===== src/rtl/trap_ctrl.sv =====
// Trap sequencer: picks one trap per commit boundary, drains/flushes the pipe, issues the CSR trap command.
// Optional trap/interrupt counters are enabled with `define TRAP_CTRL_CNT_EN.
module trap_ctrl #(
    parameter int XLEN          = 32,
    parameter int DRAIN_TIMEOUT = 15
) (
    input  logic            i_clk,
    input  logic            i_rst,
    input  logic            i_valid,
    input  logic [XLEN-1:0] i_pc,
    input  logic [31:0]     i_inst,
    input  logic [XLEN-1:0] i_badaddr,
    input  logic            i_ex_inst_addr,
    input  logic            i_ex_illegal,
    input  logic            i_ebreak,
    input  logic            i_ecall,
    input  logic            i_ex_st_addr,
    input  logic            i_ex_ld_addr,
    input  logic            i_mret,
    input  logic            i_irq_msip,
    input  logic            i_irq_mtip,
    input  logic            i_irq_meip,
    input  logic            i_mstatus_mie,
    input  logic            i_mie_msie,
    input  logic            i_mie_mtie,
    input  logic            i_mie_meie,
    input  logic            i_pipe_empty,
    input  logic            i_redirect_ack,
    output logic            o_stall,
    output logic            o_flush,
    output logic            o_trap,
    output logic [XLEN-1:0] o_cause,
    output logic [XLEN-1:0] o_tval,
    output logic [XLEN-1:0] o_epc,
    output logic [XLEN-1:0] o_mip,
    output logic            o_busy,
    output logic            o_drain_err
`ifdef TRAP_CTRL_CNT_EN
    ,
    output logic [XLEN-1:0] o_trap_cnt,
    output logic [XLEN-1:0] o_irq_cnt
`endif
);

    typedef enum logic [1:0] {IDLE, DRAIN, TAKE, WAIT_ACK} state_t;

    localparam int CW = 8;
    localparam logic [XLEN-1:0] IRQ_BIT = XLEN'(1) << (XLEN - 1);

    state_t          state_q, state_d;
    logic [CW-1:0]   cnt_q, cnt_d;
    logic [XLEN-1:0] cause_q, cause_d, tval_q, tval_d, epc_q, epc_d, mip_q, mip_d;
    logic            flush_q, flush_d, trap_q, trap_d, busy_q, busy_d, err_q, err_d;

    logic            ex_any, irq_take;
    logic [XLEN-1:0] sel_cause, sel_tval;

    assign ex_any   = i_ex_inst_addr | i_ex_illegal | i_ebreak | i_ecall | i_ex_st_addr | i_ex_ld_addr;
    assign irq_take = !i_mret && i_mstatus_mie &&
                      ((i_irq_msip & i_mie_msie) | (i_irq_mtip & i_mie_mtie) | (i_irq_meip & i_mie_meie));

    // Exceptions always beat interrupts; within each group the order below is the priority.
    always_comb begin
        sel_cause = '0;
        sel_tval  = '0;
        if (i_ex_inst_addr) begin
            sel_cause = XLEN'(0);
            sel_tval  = i_badaddr;
        end else if (i_ex_illegal) begin
            sel_cause = XLEN'(2);
            sel_tval  = XLEN'(i_inst);
        end else if (i_ebreak) begin
            sel_cause = XLEN'(3);
            sel_tval  = i_pc;
        end else if (i_ecall) begin
            sel_cause = XLEN'(11);
        end else if (i_ex_st_addr) begin
            sel_cause = XLEN'(6);
            sel_tval  = i_badaddr;
        end else if (i_ex_ld_addr) begin
            sel_cause = XLEN'(4);
            sel_tval  = i_badaddr;
        end else if (i_irq_meip && i_mie_meie) begin
            sel_cause = IRQ_BIT | XLEN'(11);
        end else if (i_irq_msip && i_mie_msie) begin
            sel_cause = IRQ_BIT | XLEN'(3);
        end else begin
            sel_cause = IRQ_BIT | XLEN'(7);
        end
    end

    always_comb begin
        state_d = state_q;
        cnt_d   = cnt_q;
        cause_d = cause_q;
        tval_d  = tval_q;
        epc_d   = epc_q;
        err_d   = err_q;
        flush_d = 1'b0;
        trap_d  = 1'b0;
        mip_d   = '0;
        mip_d[3]  = i_irq_msip;
        mip_d[7]  = i_irq_mtip;
        mip_d[11] = i_irq_meip;
        case (state_q)
            IDLE: begin
                if (i_valid && (ex_any || irq_take)) begin
                    cause_d = sel_cause;
                    tval_d  = sel_tval;
                    epc_d   = i_pc;
                    flush_d = 1'b1;
                    cnt_d   = '0;
                    state_d = DRAIN;
                end
            end
            DRAIN: begin
                if (i_pipe_empty) begin
                    trap_d  = 1'b1;
                    state_d = TAKE;
                end else if (cnt_q == CW'(DRAIN_TIMEOUT)) begin
                    trap_d  = 1'b1;
                    err_d   = 1'b1;
                    state_d = TAKE;
                end else begin
                    cnt_d = cnt_q + CW'(1);
                end
            end
            TAKE: state_d = WAIT_ACK;
            WAIT_ACK: begin
                if (i_redirect_ack) begin
                    state_d = IDLE;
                end
            end
            default: state_d = IDLE;
        endcase
        busy_d = (state_d != IDLE);
    end

    always_ff @(posedge i_clk or negedge i_rst) begin
        if (!i_rst) begin
            state_q <= IDLE;
            cnt_q   <= '0;
            cause_q <= '0;
            tval_q  <= '0;
            epc_q   <= '0;
            mip_q   <= '0;
            flush_q <= 1'b0;
            trap_q  <= 1'b0;
            busy_q  <= 1'b0;
            err_q   <= 1'b0;
        end else begin
            state_q <= state_d;
            cnt_q   <= cnt_d;
            cause_q <= cause_d;
            tval_q  <= tval_d;
            epc_q   <= epc_d;
            mip_q   <= mip_d;
            flush_q <= flush_d;
            trap_q  <= trap_d;
            busy_q  <= busy_d;
            err_q   <= err_d;
        end
    end

    assign o_stall     = busy_q;
    assign o_busy      = busy_q;
    assign o_flush     = flush_q;
    assign o_trap      = trap_q;
    assign o_cause     = cause_q;
    assign o_tval      = tval_q;
    assign o_epc       = epc_q;
    assign o_mip       = mip_q;
    assign o_drain_err = err_q;

`ifdef TRAP_CTRL_CNT_EN
    logic [XLEN-1:0] trap_cnt_q, trap_cnt_d, irq_cnt_q, irq_cnt_d;

    // Counts are bumped at the end of each trap pulse.
    always_comb begin
        trap_cnt_d = trap_cnt_q + XLEN'(trap_q);
        irq_cnt_d  = irq_cnt_q + XLEN'(trap_q & cause_q[XLEN-1]);
    end

    always_ff @(posedge i_clk or negedge i_rst) begin
        if (!i_rst) begin
            trap_cnt_q <= '0;
            irq_cnt_q  <= '0;
        end else begin
            trap_cnt_q <= trap_cnt_d;
            irq_cnt_q  <= irq_cnt_d;
        end
    end

    assign o_trap_cnt = trap_cnt_q;
    assign o_irq_cnt  = irq_cnt_q;
`endif

endmodule


===== config.mk =====
export PLATFORM = sky130hd
export DESIGN_NAME = trap_ctrl
export DESIGN_NICKNAME = d
export VERILOG_FILES = /design/src/rtl/trap_ctrl.sv
export SDC_FILE = /design/constraint.sdc
export NUM_CORES = 1
export LEC_CHECK = 0
export CORE_AREA = 2 2 96 98
export DETAILED_ROUTE_END_ITERATION = 6
export DIE_AREA = 0 0 98 100
export DONT_BUFFER_PORTS = 1
export GPL_TIMING_DRIVEN = 1
export PLACE_DENSITY_LB_ADDON = 0.2
export SYNTH_ARGS = -nofsm -noshare
export SYNTH_HDL_FRONTEND = slang
export SYNTH_SLANG_ARGS = --single-unit

===== constraint.sdc =====
create_clock -name i_clk -period 1.7 [get_ports i_clk]
set_input_delay 0.255 -clock i_clk [delete_from_list [all_inputs] [get_ports i_clk]]
set_output_delay 0.255 -clock i_clk [all_outputs]
set_load 0.02 [all_outputs]

# After elaboration in Yosys (flattened, before gate mapping)
# Index checks and enable logic that the tools add are counted.
# W data, S select, Z words.
# op_classes
n_addsub	1
eq_ne	7
mux	28
n_bitwise	11
reduce_logical	13
# ops
operator	n
$mux W32	12
$mux W8	3
$pmux W8 S2	1
$add A8 B1 Y8 const B	1
$eq A8 B4 Y1 const B	1
$mux W2	4
$pmux W2 S4	1
$or A1 B1 Y1	7
$ne A2 B2 Y1 const B	3
$logic_and A1 B1 Y1	5
$mux W1	5
$eq A2 B2 Y1 const B	2
$mux W4	1
$reduce_and A4 Y1	1
$reduce_bool A2 Y1	2
$and A1 B1 Y1	3
$mux W3	1
$reduce_and A3 Y1	1
$eq A2 B1 Y1 const B	1
$logic_not A2 Y1	1
$reduce_and A2 Y1	1
$logic_not A1 Y1	1
$logic_or A1 B1 Y1	1
$not A1 Y1	1
# word_totals
regBits	113
out_inout_bits	133
wordCells	70

# Depth between registers and ports, before layout
# logic_depth
word_depth	10
ltp_mapped	7

# Worst setup path after synthesis
# No wires, ideal clock.
# synth_timing
path_type	input port to flip-flop
start	input port i_ex_illegal
end	register epc_q[0], in the netlist o_epc[0]
setup_ps	125
arrival_time_ps	1588
slack_ps	-13
stages	7
n_path_buf	3
cell_sequence	buf_2 > nor3_4 > o311a_4 > or2_4 > buf_6 > buf_6 > mux2_4
# synth_between
elab_chain_cells	8
# synth_rtl
item	line	source
start, declared	14	input logic i_ex_illegal,
$or A1 B1 Y1 (5 in series)	58	assign ex_any = i_ex_inst_addr | i_ex_illegal | i_ebreak | i_ecall | i_ex_st_addr | i_ex_ld_addr;
$logic_or A1 B1 Y1	107	if (i_valid && (ex_any || irq_take)) begin
$logic_and A1 B1 Y1	107	
$reduce_and A2 Y1 (no line)	--	
end signal, assigned	156	epc_q <= epc_d;
end, declared	52	logic [XLEN-1:0] cause_q, cause_d, tval_q, tval_d, epc_q, epc_d, mip_q, mip_d;
# No other way between the ends.
# A chain may end at the register's enable or synchronous reset.

# Final worst setup path
# layout_timing
start	register state_q[1]
end	register cnt_q[6]
# layout_between
elab_chain_cells	3
# layout_rtl
item	line	source
start, declared	50	state_t state_q, state_d;
start signal, assigned	152	state_q <= state_d;
$eq A2 B1 Y1 or $logic_not A2 Y1 (tied branches)	105	case (state_q)
$ne A2 B2 Y1 (no line) or $reduce_bool A2 Y1 (tied branches)	--	
$reduce_and A4 Y1 (no line)	--	
end signal, assigned	153	cnt_q <= cnt_d;
end, declared	51	logic [CW-1:0] cnt_q, cnt_d;
# Several ways; a longest one is shown, not always the timed one.

==> results.tsv <==
stage	metric	value	unit
status	status	finished with violations	
status	violations	hold timing	
floorplan	rows	35	
min_path	hold_path_class	in2async	
detailed_routing	postRouteWirelength	10900	microns
yosys	ys.flop_type	dfrtp_1	
sta	hold_viol_final	86	
detailed_routing	drc	0	
clocking	htree_num_levels	3	
yosys	syn_avg_cell_area	11.3	sq um
cells_and_area	multi_input_area	1970	sq um
global_routing	grt_pass1_vias	3043	
sta	tns	0	ns
power	ir_worst_vdd	789	uV
sta	tightest_slew	0.847	ns
detailed_routing	drtAntennaViolNets	0	
power	power_density	1800	nW/um^2
job	cap_violations	0	
yosys	synth_top_family_by_area	multiplexers	
critical_path	cp-end-kind	flip-flop	
yosys	synthMuxAreaShare	18.4	%
floorplan	start_util	51.8	%
clocking	clock-sinks	86	
placement	place.gp.congestion	0.809	
cells_and_area	diodes	0	
sta	slew_viol_final	0	
yosys	ys_async_sr_fraction	100	%
floorplan	core_area	8890	sq um
placement	dp_hpwl	7570	microns
cells_and_area	fillCellCount	761	
cells_and_area	fin_util	56.7	%
critical_path	startpoint_type	flip-flop	
global_routing	grt_use_total	21.1	%
floorplan	die_x	98	microns
yosys	synth_compound_area_share	14.9	%
placement	placed_area	4660	sq um
detailed_routing	wire_per_inst	20.1	microns
clocking	cts_root_buffer	clkbuf_8	
cells_and_area	drive_gt1_share	27.7	%
yosys	yosys.area_share.simple	4.10	%
global_routing	antenna_found_initial	0	
critical_path	reg2reg_from	state_q[1]	
critical_path	critical_path_class	reg2reg	
sta	finalCriticalPeriod	1.64	ns
floorplan	die_area	9800	sq um
floorplan	die_h	100	microns
critical_path	arrival	1.90	ns
clocking	cts_made_buffers	9	
yosys	synth_fa_ha_area_share	0.272	%
global_routing	grt_pass1_wl	16300	microns
sta	setup_viol	0	
critical_path	critPathMaxFanout	3	
yosys	ys_seq_area_share	46.7	%
critical_path	required	1.97	ns
yosys	synth_seq_cells	86	
critical_path	cp-startpoint	state_q[1]	
sta	min_period_over_period	96.4	%
cells_and_area	seqCellArea	2150	sq um
sta	fin_hold_ws	-0.409	ns
placement	port_buffers	0	
clocking	clkSlewWorstSetupHoldPaths	0.09	ns
clocking	postCtsSetupRepairBufs	0	
floorplan	pin_count	248	
cells_and_area	final_area	5040	sq um
global_routing	grt_max_degree	87	
yosys	synth_xor_area_share	0	%
yosys	ys_types	40	
detailed_routing	drt_iter0_markers	153	
cells_and_area	syn2layout_area_growth	9.40	%
yosys	syn-cell-area	4610	sq um
sta	fmax	610	MHz
clocking	max-clock-path-buffers	2	
clocking	ctsHoldBuffers	5	
yosys	syn-instance-count	407	
detailed_routing	viasPerCell	5.68	
cells_and_area	fin_nets	540	
sta	maxSlewHeadroom	43.3	%
yosys	synth_warnings	0	
clocking	clock_latency	0.35	ns
power	static-leakage-power	2.42	nW
detailed_routing	dr.pass1.iters	5	
yosys	synth_edf_count	0	
global_routing	gr-total-overflow	0	
sta	fin_skew	0.00815	ns
clocking	cts_tree	done	
detailed_routing	vias	3069	
==> timing repair <==
item / in CTS / in global routing
endpoints found under the hold margin: 90 / 86
gates resized for setup: 0 / 8
setup endpoints to repair: 0 / 36
==> cells by family after synthesis <==
kind of cell,Yosys count
buffers and inverters,119
AOI/OAI and AO/OA,100
DFF,86
muxes,67
and+or+nand+nor,33
adders and majority gates,1
other,1
==> synth_stat cells, types with 2 or more instances <==
| library cell | count | area share (%) |
|---|---|---|
| nor4_1 | 2 | 0.27 |
| mux2_2 | 40 | 9.8 |
| buf_6 | 7 | 1.7 |
| o211ai_1 | 3 | 0.49 |
| nand2_1 | 7 | 0.57 |
| dfrtp_1 | 86 | 47 |
| nor2_1 | 4 | 0.33 |
| a22oi_1 | 33 | 5.4 |
| buf_4 | 57 | 9.3 |
| o21ai_0 | 13 | 1.4 |
| clkbuf_1 | 11 | 0.90 |
| buf_2 | 3 | 0.33 |
| mux2_4 | 25 | 8.1 |
| and3_1 | 2 | 0.27 |
| or4_1 | 2 | 0.33 |
| inv_1 | 39 | 3.2 |
| nor2b_1 | 4 | 0.54 |
| mux2i_1 | 2 | 0.43 |
| nor3_1 | 3 | 0.33 |
| a21oi_1 | 5 | 0.54 |
| a31oi_1 | 4 | 0.54 |
| o22ai_1 | 32 | 4.3 |
| a21o_1 | 4 | 0.65 |
| nand3_1 | 3 | 0.33 |
==> area by class of cell <==
type                       instances  area share [%]
sequential                        86            42.7
clock inverter                     5            2.09
inverter                          40            3.13
multi-input combinational        257            39.2
timing repair buffer              30            7.15
clock buffer                      11            3.00
tap                              111            2.76
==> per-layer routing <==
metal	track usage, %	vias to the layer above	routed length (microns)
li1	-	1365	-
met1	27.0	1536	4350
met2	35.5	154	5590
met3	5.43	14	778
met4	6.30	0	140
met5	0	-	0
==> placed cells by master, fill, tap and decap left out, types with 2 or more instances in the layout <==
master | synthesis | final
nor3_1 | 3 | 3
o22ai_1 | 32 | 32
inv_1 | 39 | 39
dlygate4sd3_1 | 0 | 5
o21ai_0 | 13 | 13
mux2_4 | 25 | 25
clkinvlp_4 | 0 | 2
dfrtp_1 | 86 | 86
clkbuf_16 | 0 | 2
nand2_1 | 7 | 7
a31oi_1 | 4 | 4
o211ai_1 | 3 | 3
clkbuf_8 | 0 | 11
buf_4 | 57 | 16
nor2_1 | 4 | 3
a21o_1 | 4 | 4
buf_12 | 0 | 7
bufinv_16 | 0 | 3
conb_1 | 1 | 56
nor4_1 | 2 | 2
mux2_2 | 40 | 40
a22oi_1 | 33 | 33
a21oi_1 | 5 | 4
nor2b_1 | 4 | 3
nand3_1 | 3 | 3
mux2i_1 | 2 | 2
==> final timing paths <==
kind | depth (start not counted) | to | slack (ns)
setup / recovery | 5 | cnt_q[6] | 0.06
hold / removal | 0 | o_cause[31] | -0.41
setup reg to reg | 5 | cnt_q[6] | 0.06
hold reg to reg | 2 | cnt_q[0] | 0.58
max in group asynchronous | 0 | o_tval[27] | 1.95
min in group i_clk | 1 | o_epc[8] | 0.04
==> power by group <==
part / internal, mW / total, mW / switching, mW / leakage (nW)
combinational: 1.52 / 2.47 / 0.943 / 1.25
sequential: 2.97 / 4.79 / 1.82 / 1.05
clock: 1.06 / 1.79 / 0.738 / 0.122
total: 5.55 / 9.05 / 3.50 / 2.42
==> metrics by stage <==
stage	hold slack, ns	setup slack [ns]	std cells	total power, mW
2_1_floorplan	-0.0406	-0.0132	462	6.56
3_3_place_gp	-0.0373	0.0317	517	7.06
3_5_place_dp	-0.0378	-0.0245	517	7.17
4_1_cts	-0.428	0.00117	538	8.99
5_1_grt	-0.445	-0.0177	540	9.51
6_report	-0.409	0.0619	540	9.05
==> sequential cells by signal, indices dropped and copies added (netlist names) <==
register     cells
o_tval          32
o_busy           1
cnt_q            8
o_epc           32
o_drain_err      1
o_mip            3
o_flush          1
o_cause          5
state_q          2
o_trap           1
==> worst max-delay path: stages, from the launching register on <==
cell and delay (ns):
dfrtp_1 0.42, or3b_4 0.39, a21o_1 0.18, buf_4 0.14, o41a_1 0.35, o21ai_0 0.08
No activity file was read; power rests on OpenSTA's default activity.
